## config.mk

```make
export PLATFORM = sky130hd
export DESIGN_NAME = booth_lfsr_seq_mul_flat
export DESIGN_NICKNAME = d
export VERILOG_FILES = /design/src/rtl/booth_lfsr_seq_mul_if.sv /design/src/rtl/booth_lfsr_seq_mul.sv /design/src/flat_wrapper.sv
export SDC_FILE = /design/constraint.sdc
export NUM_CORES = 1
export LEC_CHECK = 0
export ABC_CLOCK_PERIOD_IN_PS = 9350
export BUFFER_PORTS_ARGS = -buffer_cell sky130_fd_sc_hd__buf_2
export CAP_MARGIN = 20
export CORE_MARGIN = 2
export CORE_UTILIZATION = 45
export DETAILED_ROUTE_END_ITERATION = 16
export PLACE_DENSITY = 0.78
export SETUP_SLACK_MARGIN = 0.4
export SYNTH_ARGS = -nofsm -noshare
export SYNTH_HDL_FRONTEND = slang
export SYNTH_SLANG_ARGS = --single-unit
```

## constraint.sdc

```tcl
create_clock -name clk -period 9.35 [get_ports clk]
set_clock_uncertainty 0.05 [all_clocks]
set_input_delay 2.3375 -clock clk [delete_from_list [all_inputs] [get_ports clk]]
set_output_delay 2.3375 -clock clk [all_outputs]
set_load 0.01 [all_outputs]
```

## src/rtl/booth_lfsr_seq_mul_if.sv

```systemverilog
// Handshake and operand/result bus for booth_lfsr_seq_mul.
// The master drives requests and consumes products; the slave is the multiplier.
interface booth_lfsr_seq_mul_if #(
  parameter int N = 8
) ();
  logic           mode;
  logic [N-1:0]   a_in;
  logic [N-1:0]   b_in;
  logic           in_valid;
  logic           in_ready;
  logic [N-1:0]   op_a;
  logic [N-1:0]   op_b;
  logic [2*N-1:0] product;
  logic           out_valid;
  logic           out_ready;

  modport master (
    output mode, a_in, b_in, in_valid, out_ready,
    input  in_ready, op_a, op_b, product, out_valid
  );

  modport slave (
    input  mode, a_in, b_in, in_valid, out_ready,
    output in_ready, op_a, op_b, product, out_valid
  );
endinterface

```

## src/rtl/booth_lfsr_seq_mul.sv

```systemverilog
// Sequential radix-4 Booth multiplier with operand LFSRs for self-test.
// Define BOOTH_MISR_EN to add the 'sig' output signature register over handed-off products.
module booth_lfsr_seq_mul #(
  parameter int           N    = 8,
  parameter logic [N-1:0] TAPS = 8'hB8
) (
  input  logic                    clk,
  input  logic                    rst,
  input  logic [N-1:0]            seed_a,
  input  logic [N-1:0]            seed_b,
  booth_lfsr_seq_mul_if.slave     bus
`ifdef BOOTH_MISR_EN
  ,
  output logic [2*N-1:0]          sig
`endif
);

  typedef enum logic [1:0] {IDLE, RUN, DONE} state_t;

  localparam int AW = 2*N + 2;
  localparam int HW = N + 2;
  localparam int CW = $clog2(N/2) + 1;

  state_t         state_q, state_d;
  logic [N-1:0]   lfsr_a_q, lfsr_a_d, lfsr_b_q, lfsr_b_d;
  logic [N-1:0]   op_a_q, op_a_d, op_b_q, op_b_d;
  logic [N:0]     mul_q, mul_d;
  logic [AW-1:0]  acc_q, acc_d;
  logic [2*N-1:0] product_q, product_d;
  logic [CW-1:0]  cnt_q, cnt_d;

  logic [HW-1:0]  a_ext, partial, hi_sum;
  logic [AW-1:0]  acc_shift;

  function automatic logic [N-1:0] lfsr_step(input logic [N-1:0] q);
    return {q[N-2:0], ^(q & TAPS)};
  endfunction

  // An all-zero seed would lock the LFSR, so it is replaced by 1.
  function automatic logic [N-1:0] seed_load(input logic [N-1:0] s);
    return (s == '0) ? N'(1) : s;
  endfunction

  // mul_q[2:0] is the Booth window {b[2i+1], b[2i], b[2i-1]}; the sum lands in the top N+2 bits.
  always_comb begin
    a_ext = {{2{op_a_q[N-1]}}, op_a_q};
    case (mul_q[2:0])
      3'b001, 3'b010: partial = a_ext;
      3'b011:         partial = a_ext << 1;
      3'b100:         partial = -(a_ext << 1);
      3'b101, 3'b110: partial = -a_ext;
      default:        partial = '0;
    endcase
    hi_sum    = acc_q[AW-1:N] + partial;
    acc_shift = AW'($signed({hi_sum, acc_q[N-1:0]}) >>> 2);
  end

  always_comb begin
    state_d   = state_q;
    lfsr_a_d  = lfsr_a_q;
    lfsr_b_d  = lfsr_b_q;
    op_a_d    = op_a_q;
    op_b_d    = op_b_q;
    mul_d     = mul_q;
    acc_d     = acc_q;
    product_d = product_q;
    cnt_d     = cnt_q;
    case (state_q)
      IDLE: begin
        if (bus.in_valid) begin
          if (bus.mode) begin
            op_a_d = bus.a_in;
            op_b_d = bus.b_in;
          end else begin
            op_a_d   = lfsr_a_q;
            op_b_d   = lfsr_b_q;
            lfsr_a_d = lfsr_step(lfsr_a_q);
            lfsr_b_d = lfsr_step(lfsr_b_q);
          end
          mul_d   = {op_b_d, 1'b0};
          acc_d   = '0;
          cnt_d   = '0;
          state_d = RUN;
        end
      end
      RUN: begin
        acc_d = acc_shift;
        mul_d = mul_q >> 2;
        cnt_d = cnt_q + 1'b1;
        if (cnt_q == CW'(N/2 - 1)) begin
          product_d = acc_shift[2*N-1:0];
          state_d   = DONE;
        end
      end
      DONE: begin
        if (bus.out_ready) state_d = IDLE;
      end
      default: state_d = IDLE;
    endcase
  end

  always_ff @(posedge clk) begin
    if (rst) begin
      state_q   <= IDLE;
      lfsr_a_q  <= seed_load(seed_a);
      lfsr_b_q  <= seed_load(seed_b);
      op_a_q    <= '0;
      op_b_q    <= '0;
      mul_q     <= '0;
      acc_q     <= '0;
      product_q <= '0;
      cnt_q     <= '0;
    end else begin
      state_q   <= state_d;
      lfsr_a_q  <= lfsr_a_d;
      lfsr_b_q  <= lfsr_b_d;
      op_a_q    <= op_a_d;
      op_b_q    <= op_b_d;
      mul_q     <= mul_d;
      acc_q     <= acc_d;
      product_q <= product_d;
      cnt_q     <= cnt_d;
    end
  end

  assign bus.in_ready  = (state_q == IDLE);
  assign bus.out_valid = (state_q == DONE);
  assign bus.product   = product_q;
  assign bus.op_a      = op_a_q;
  assign bus.op_b      = op_b_q;

`ifdef BOOTH_MISR_EN
  logic [2*N-1:0] sig_q, sig_d;

  always_comb begin
    sig_d = sig_q;
    if (state_q == DONE && bus.out_ready) sig_d = {sig_q[2*N-2:0], sig_q[2*N-1]} ^ product_q;
  end

  always_ff @(posedge clk) begin
    if (rst) sig_q <= '0;
    else     sig_q <= sig_d;
  end

  assign sig = sig_q;
`endif

endmodule

```

## src/flat_wrapper.sv

```systemverilog
// flat-port wrapper written by rule: the top's interface ports become plain ports
module booth_lfsr_seq_mul_flat 
#(
  parameter int           N    = 8,
  parameter logic [N-1:0] TAPS = 8'hB8
)
  (clk, rst, seed_a, seed_b, bus_mode, bus_a_in, bus_b_in, bus_in_valid, bus_out_ready, bus_in_ready, bus_op_a, bus_op_b, bus_product, bus_out_valid);
  booth_lfsr_seq_mul_if #(.N(N)) bus_i ();
  input  logic clk;
  input  logic rst;
  input  logic [N-1:0] seed_a;
  input  logic [N-1:0] seed_b;
  input wire logic [$bits(bus_i.mode)-1:0] bus_mode;
  input wire logic [$bits(bus_i.a_in)-1:0] bus_a_in;
  input wire logic [$bits(bus_i.b_in)-1:0] bus_b_in;
  input wire logic [$bits(bus_i.in_valid)-1:0] bus_in_valid;
  input wire logic [$bits(bus_i.out_ready)-1:0] bus_out_ready;
  output wire logic [$bits(bus_i.in_ready)-1:0] bus_in_ready;
  output wire logic [$bits(bus_i.op_a)-1:0] bus_op_a;
  output wire logic [$bits(bus_i.op_b)-1:0] bus_op_b;
  output wire logic [$bits(bus_i.product)-1:0] bus_product;
  output wire logic [$bits(bus_i.out_valid)-1:0] bus_out_valid;
  assign bus_i.mode = bus_mode;
  assign bus_i.a_in = bus_a_in;
  assign bus_i.b_in = bus_b_in;
  assign bus_i.in_valid = bus_in_valid;
  assign bus_i.out_ready = bus_out_ready;
  assign bus_in_ready = bus_i.in_ready;
  assign bus_op_a = bus_i.op_a;
  assign bus_op_b = bus_i.op_b;
  assign bus_product = bus_i.product;
  assign bus_out_valid = bus_i.out_valid;
  booth_lfsr_seq_mul #(.N(N), .TAPS(TAPS)) u_core (.clk(clk), .rst(rst), .seed_a(seed_a), .seed_b(seed_b), .bus(bus_i));
endmodule
```

-- After elaboration in Yosys (flattened, before gate mapping)
Index checks and enable logic that the tools add are counted.
- flip-flop bits (word level): 80
- input bits: 37
- output and inout port bits: 34
- logic and storage cells: 64
- add/sub/neg operators: 4
- equality and inequality tests: 13
- muxes and demuxes: 23
- reductions and logical operators: 15
- operator list (cell ; count):
    two-way mux 8 bit ; 12
    case mux 10 bit (4 select lines) ; 1
    case mux 18 bit (2 select lines) ; 1
    negator 10 bit ; 2
    two-way mux 18 bit ; 1
    case mux 9 bit (2 select lines) ; 1
    zero test 8 bit ; 2
    parity 8 bit ; 2
    adder 10 bit ; 1
    == test 3 x 2 -> 1 bit (second input constant) ; 3
    == test 3 bit (second input constant) ; 3
    two-way mux 9 bit ; 1
    two-way mux 2 bit ; 3
    inequality test 2 bit (second input constant) ; 3
    case mux 2 bit (3 select lines) ; 1
    case mux 3 bit (2 select lines) ; 1
    AND reduction 2 bit ; 3
    AND reduction 3 bit ; 2
    nonzero test 2 bit ; 3
    OR reduction 2 bit ; 2
    adder 3 x 1 -> 3 bit (second input constant) ; 1
    == test 3 x 1 -> 1 bit (second input constant) ; 1
    two-way mux 3 bit ; 1
    == test 2 x 1 -> 1 bit (second input constant) ; 1
    other kinds (3) ; 3

-- Depth between registers and ports, before layout
- depth in word-level cells: 5
- depth in mapped cells: 16
- mapped depth without buffers: 15

-- Worst setup path after synthesis
No wires, ideal clock.
- path type: input-to-reg
- start: in bus_mode
- end: reg u_core.lfsr_a_q[0] (enable)
- setup time: 0.392 ns
- arrival time: 3.684 ns
- data required time: 8.908 ns
- setup slack: 5.223 ns
- stages: 3
- path buffers: 2
- cells stage by stage: clkbuf_1 buf_1 o21bai_1
- cells in the longest elaborated chain, start to end: 2
- ends and longest elaborated chain (element ; line ; text):
    start, declared ; flat_wrapper.sv:13 ; input wire logic [$bits(bus_i.mode)-1:0] bus_mode;
    inequality test 2 bit (no source line) ; n/a ;
    AND reduction 3 bit (no source line) ; n/a ;
    end signal, assigned ; booth_lfsr_seq_mul.sv:105 ; lfsr_a_q <= seed_load(seed_a);
    end signal, assigned ; booth_lfsr_seq_mul.sv:115 ; lfsr_a_q <= lfsr_a_d;
    end, declared ; booth_lfsr_seq_mul.sv:25 ; logic [N-1:0] lfsr_a_q, lfsr_a_d, lfsr_b_q, lfsr_b_d;
Every way passes these cells.
A chain may end at the register's enable or synchronous reset.

-- Worst setup path after layout
- start: reg u_core.op_a_q[0] (netlist: u_core.bus.op_a[0])
- end: reg u_core.product_q[15] (netlist: u_core.bus.product[15])
- cells in the longest elaborated chain, start to end: 3
- elaborated cells between the ends (all ways): 4
- classes of those cells: add/sub (3); mux (1)
- ends and longest elaborated chain (element ; line ; text):
    start, declared ; booth_lfsr_seq_mul.sv:26 ; logic [N-1:0] op_a_q, op_a_d, op_b_q, op_b_d;
    start signal, assigned ; booth_lfsr_seq_mul.sv:117 ; op_a_q <= op_a_d;
    negator 10 bit (on tied branches) ; booth_lfsr_seq_mul.sv:51, booth_lfsr_seq_mul.sv:50 ;
    case mux 10 bit (4 select lines) (*) ; booth_lfsr_seq_mul.sv:47 ; case (mul_q[2:0])
    adder 10 bit (*) ; booth_lfsr_seq_mul.sv:54 ; hi_sum = acc_q[AW-1:N] + partial;
    end signal, assigned ; booth_lfsr_seq_mul.sv:121 ; product_q <= product_d;
    end, declared ; booth_lfsr_seq_mul.sv:29 ; logic [2*N-1:0] product_q, product_d;
Every way passes the cells marked *; elsewhere a longest branch is shown, timed or not.

==> results.py <==
metrics = {
    "worst_setup_path": {
        "timing.rr.start": "u_core.bus.op_a[0]",
        "cp.arrival_ns": 4.10,
        "worst-path-buf-inv": 1,
        "end_kind": "flop",
        "cp_data_required_time_ns": 9.53,
        "slowest_stage": "or3b_2",
        "critPathKind": "reg -> reg",
        "critPathLaunchType": "flop",
        "crit_start": "u_core.bus.op_a[0]",
        "crit_family": "compound AO/OA/AOI/OAI gates",
        "crit_chain": "inv_1 -> ha_1 -> or3b_2 -> nand2_1 -> xnor2_1 -> a21oi_1 -> nor2_1 -> a221o_1 -> ha_1 -> a21oi_1 -> o21ai_0 -> o311a_1 -> a211oi_1 -> xnor3_1 -> o31ai_1",
        "path_max_fanout": 7,
        "cpPeakStageDelay_ns": 0.53,
    },
    "clocking": {
        "clock-sinks": 76,
        "cts_tree": "built",
        "postCtsSetupBuffers": 0,
        "clk_pin_slew_ns": 0.07,
        "cts_inserted_buffers": 9,
        "cts_buffer_depth": 2,
        "clock_latency_ns": 0.35,
        "cts_resized": 0,
        "htree_levels": 3,
        "cts_hold_buffers": 0,
        "clockRootBuffer": "clkbuf_8",
    },
    "sta": {
        "hold_viol": 0,
        "setup_ws_ns": 5.43,
        "grt_setup_unrepaired": "no",
        "period_needed_ns": 3.92,
        "max_freq_ghz": 0.255,
        "setup_viol": 0,
        "fin_hold_ws_ns": 0.402,
        "worstMarginPinSlew_ns": 0.963,
        "relSlewSlack_pct": 35.7,
        "period_share_pct": 41.9,
        "drv_slew": 0,
        "final.setup.tns_ns": 0,
    },
    "yosys": {
        "synthXorXnorAreaFrac_pct": 4.70,
        "ys_types": 55,
        "synth-seq-area-share_pct": 41.9,
        "synthAdderAreaFrac_pct": 4.24,
        "syn_avg_cell_area_um2": 8.87,
        "syn-cell-area_um2": 4020,
        "ys_warn_count": 0,
        "synth_edf_count": 16,
        "synthCells": 453,
        "synth_top_family_by_area": "simple AND/OR/NAND/NOR gates",
        "synth_compound_area_share_pct": 18.2,
        "async_reset_ff_share_pct": 0,
        "syn_nets": 503,
        "yosys_most_used_dff": "dfxtp_1",
        "synth_mux_area_share_pct": 8.16,
        "synthSimpleGateAreaFrac_pct": 18.6,
        "ys_seq_elements": 76,
    },
    "place": {
        "io_buffers": 70,
        "placedCellCount": 600,
        "place_hpwl_um": 6450,
        "place_ws_ns": 5.37,
        "dpl_cell_area_um2": 4390,
        "gp_congestion": 0.907,
    },
    "cells_and_area": {
        "final_util_pct": 52.6,
        "diodes": 0,
        "syn_to_final_growth_pct": 13.5,
        "n_fill_cell": 822,
        "fin_cells": 616,
        "layout-drive-gt1-share_pct": 23.2,
        "finish.instance_area_um2": 4560,
        "nNetsFinal": 553,
    },
    "min_path": {
        "hold_path.class": "reg -> reg",
        "holdCritStartpoint": "u_core.bus.product[1]",
    },
    "drt": {
        "wl_um": 9100,
        "wl_per_cell_um": 14.8,
        "vias": 3431,
        "detail_route.iter0.violations": 249,
        "viasPerCell": 5.57,
        "drc_errors": 0,
        "firstDrtPassIters": 7,
        "antenna_left": 0,
    },
    "floorplan": {
        "die-area_um2": 9700,
        "die_w_um": 98.5,
        "num_io_pins": 71,
        "coreArea_um2": 8680,
        "core.rowCount": 34,
        "fp.dieH_um": 98.5,
        "start_util_pct": 46.3,
    },
    "power": {
        "leakagePower_nw": 1.82,
        "total_power_mw": 0.727,
        "ir_drop_uv": 86.7,
        "p_per_area_nw_per_um2": 159,
    },
    "grt": {
        "antenna_found_initial": 0,
        "overflow": 0,
        "grt_pass1_wl_um": 15500,
        "grt_max_degree": 89,
        "track_usage_pct": 19.4,
        "grt_pass1_vias": 3345,
    },
    "flow_run": {
        "drv_cap": 0,
    },
    "run_status": {
        "status": "finished clean",
    },
}
layer usage:
layer  routed length (um)  part of all wire, %  GRT usage (%)
met1                 3950                   43           24.6
met2                 4650                   51           33.6
met3                  333                  3.7           2.62
met4                  164                  1.8           7.48
met5                    0                    0              0
sequential cells by signal, indices dropped and copies added (netlist names):
name and count:
u_core.acc_q 14, u_core.bus.op_a 8, u_core.bus.op_b 8, u_core.bus.product 16
u_core.cnt_q 3, u_core.lfsr_a_q 8, u_core.lfsr_b_q 8, u_core.mul_q 9
u_core.state_q 2
cells in the mapped netlist, types with 5 or more instances:
cell | number | area, um^2
a211oi_1 | 12 | 90.1
a21oi_1 | 44 | 220
a31oi_1 | 9 | 56.3
clkbuf_1 | 27 | 101
dfxtp_1 | 60 | 1200
edfxtp_1 | 16 | 480
ha_1 | 12 | 150
inv_1 | 10 | 37.5
mux2_2 | 22 | 248
mux2i_1 | 8 | 80.1
nand2_1 | 71 | 267
nand2b_1 | 10 | 62.6
nand3_1 | 13 | 65.1
nor2_1 | 30 | 113
nor3_1 | 8 | 40.0
o21ai_0 | 11 | 55.1
o31ai_1 | 5 | 37.5
xnor2_1 | 16 | 140
path summary, 6_finish.rpt:
kind / endpoint / slack (ns) / depth (start not counted)
worst max-delay path: u_core.bus.product[15] / 5.43 / 15
worst min-delay path: u_core.bus.product[1] / 0.40 / 2
worst max register to register: u_core.bus.product[15] / 5.43 / 15
worst min register to register: u_core.bus.product[1] / 0.40 / 2
logic make-up after synthesis:
family,Yosys count
AO/OA/AOI/OAI,111
XOR/XNOR,20
AND/OR/NAND/NOR,159
flip-flops,76
adder cells (fa/ha/maj),13
multiplexers,30
buffers and inverters,44
layout by cell type, fill, tap and decap left out, types with 3 or more instances in the layout:
cell type  Yosys  routed
nand2_1       71      71
buf_2          4      70
dfxtp_1       60      60
a21oi_1       44      44
nor2_1        30      30
mux2_2        22      22
xnor2_1       16      16
edfxtp_1      16      16
nand3_1       13      13
a211oi_1      12      12
ha_1          12      12
o21ai_0       11      11
nand2b_1      10      10
inv_1         10      10
a31oi_1        9       9
clkbuf_8       0       9
nor3_1         8       8
mux2i_1        8       8
o31ai_1        5       5
nor2b_1        4       4
nand3b_1       4       4
xor2_1         3       3
a22oi_1        3       3
a221o_1        3       3
a21o_1         3       3
nor4_1         3       3
clkinv_2       0       3
buf_4          0       3
tightest hold or removal path, cell delays in order (launching register included):
cell     delay, ns
dfxtp_1       0.31
nand2_1       0.05
a21oi_1       0.05
power breakdown:
part           leakage, nW  internal [mW]  switching [mW]
Clock               0.0864         0.0948           0.119
Combinational         1.08         0.0608          0.0744
Sequential           0.648          0.356          0.0217
Total                 1.82          0.512           0.216
layout make-up:
cell class	instances	area [um^2]	share of cell area [%]
multi-input combinational	333	2170	47.5
sequential	76	1680	36.9
timing repair buffer	73	373	8.18
tap	108	135	2.96
clock buffer	9	124	2.72
clock inverter	7	43.8	0.960
inverter	10	37.5	0.823
(Power assumes the default switching activity.)
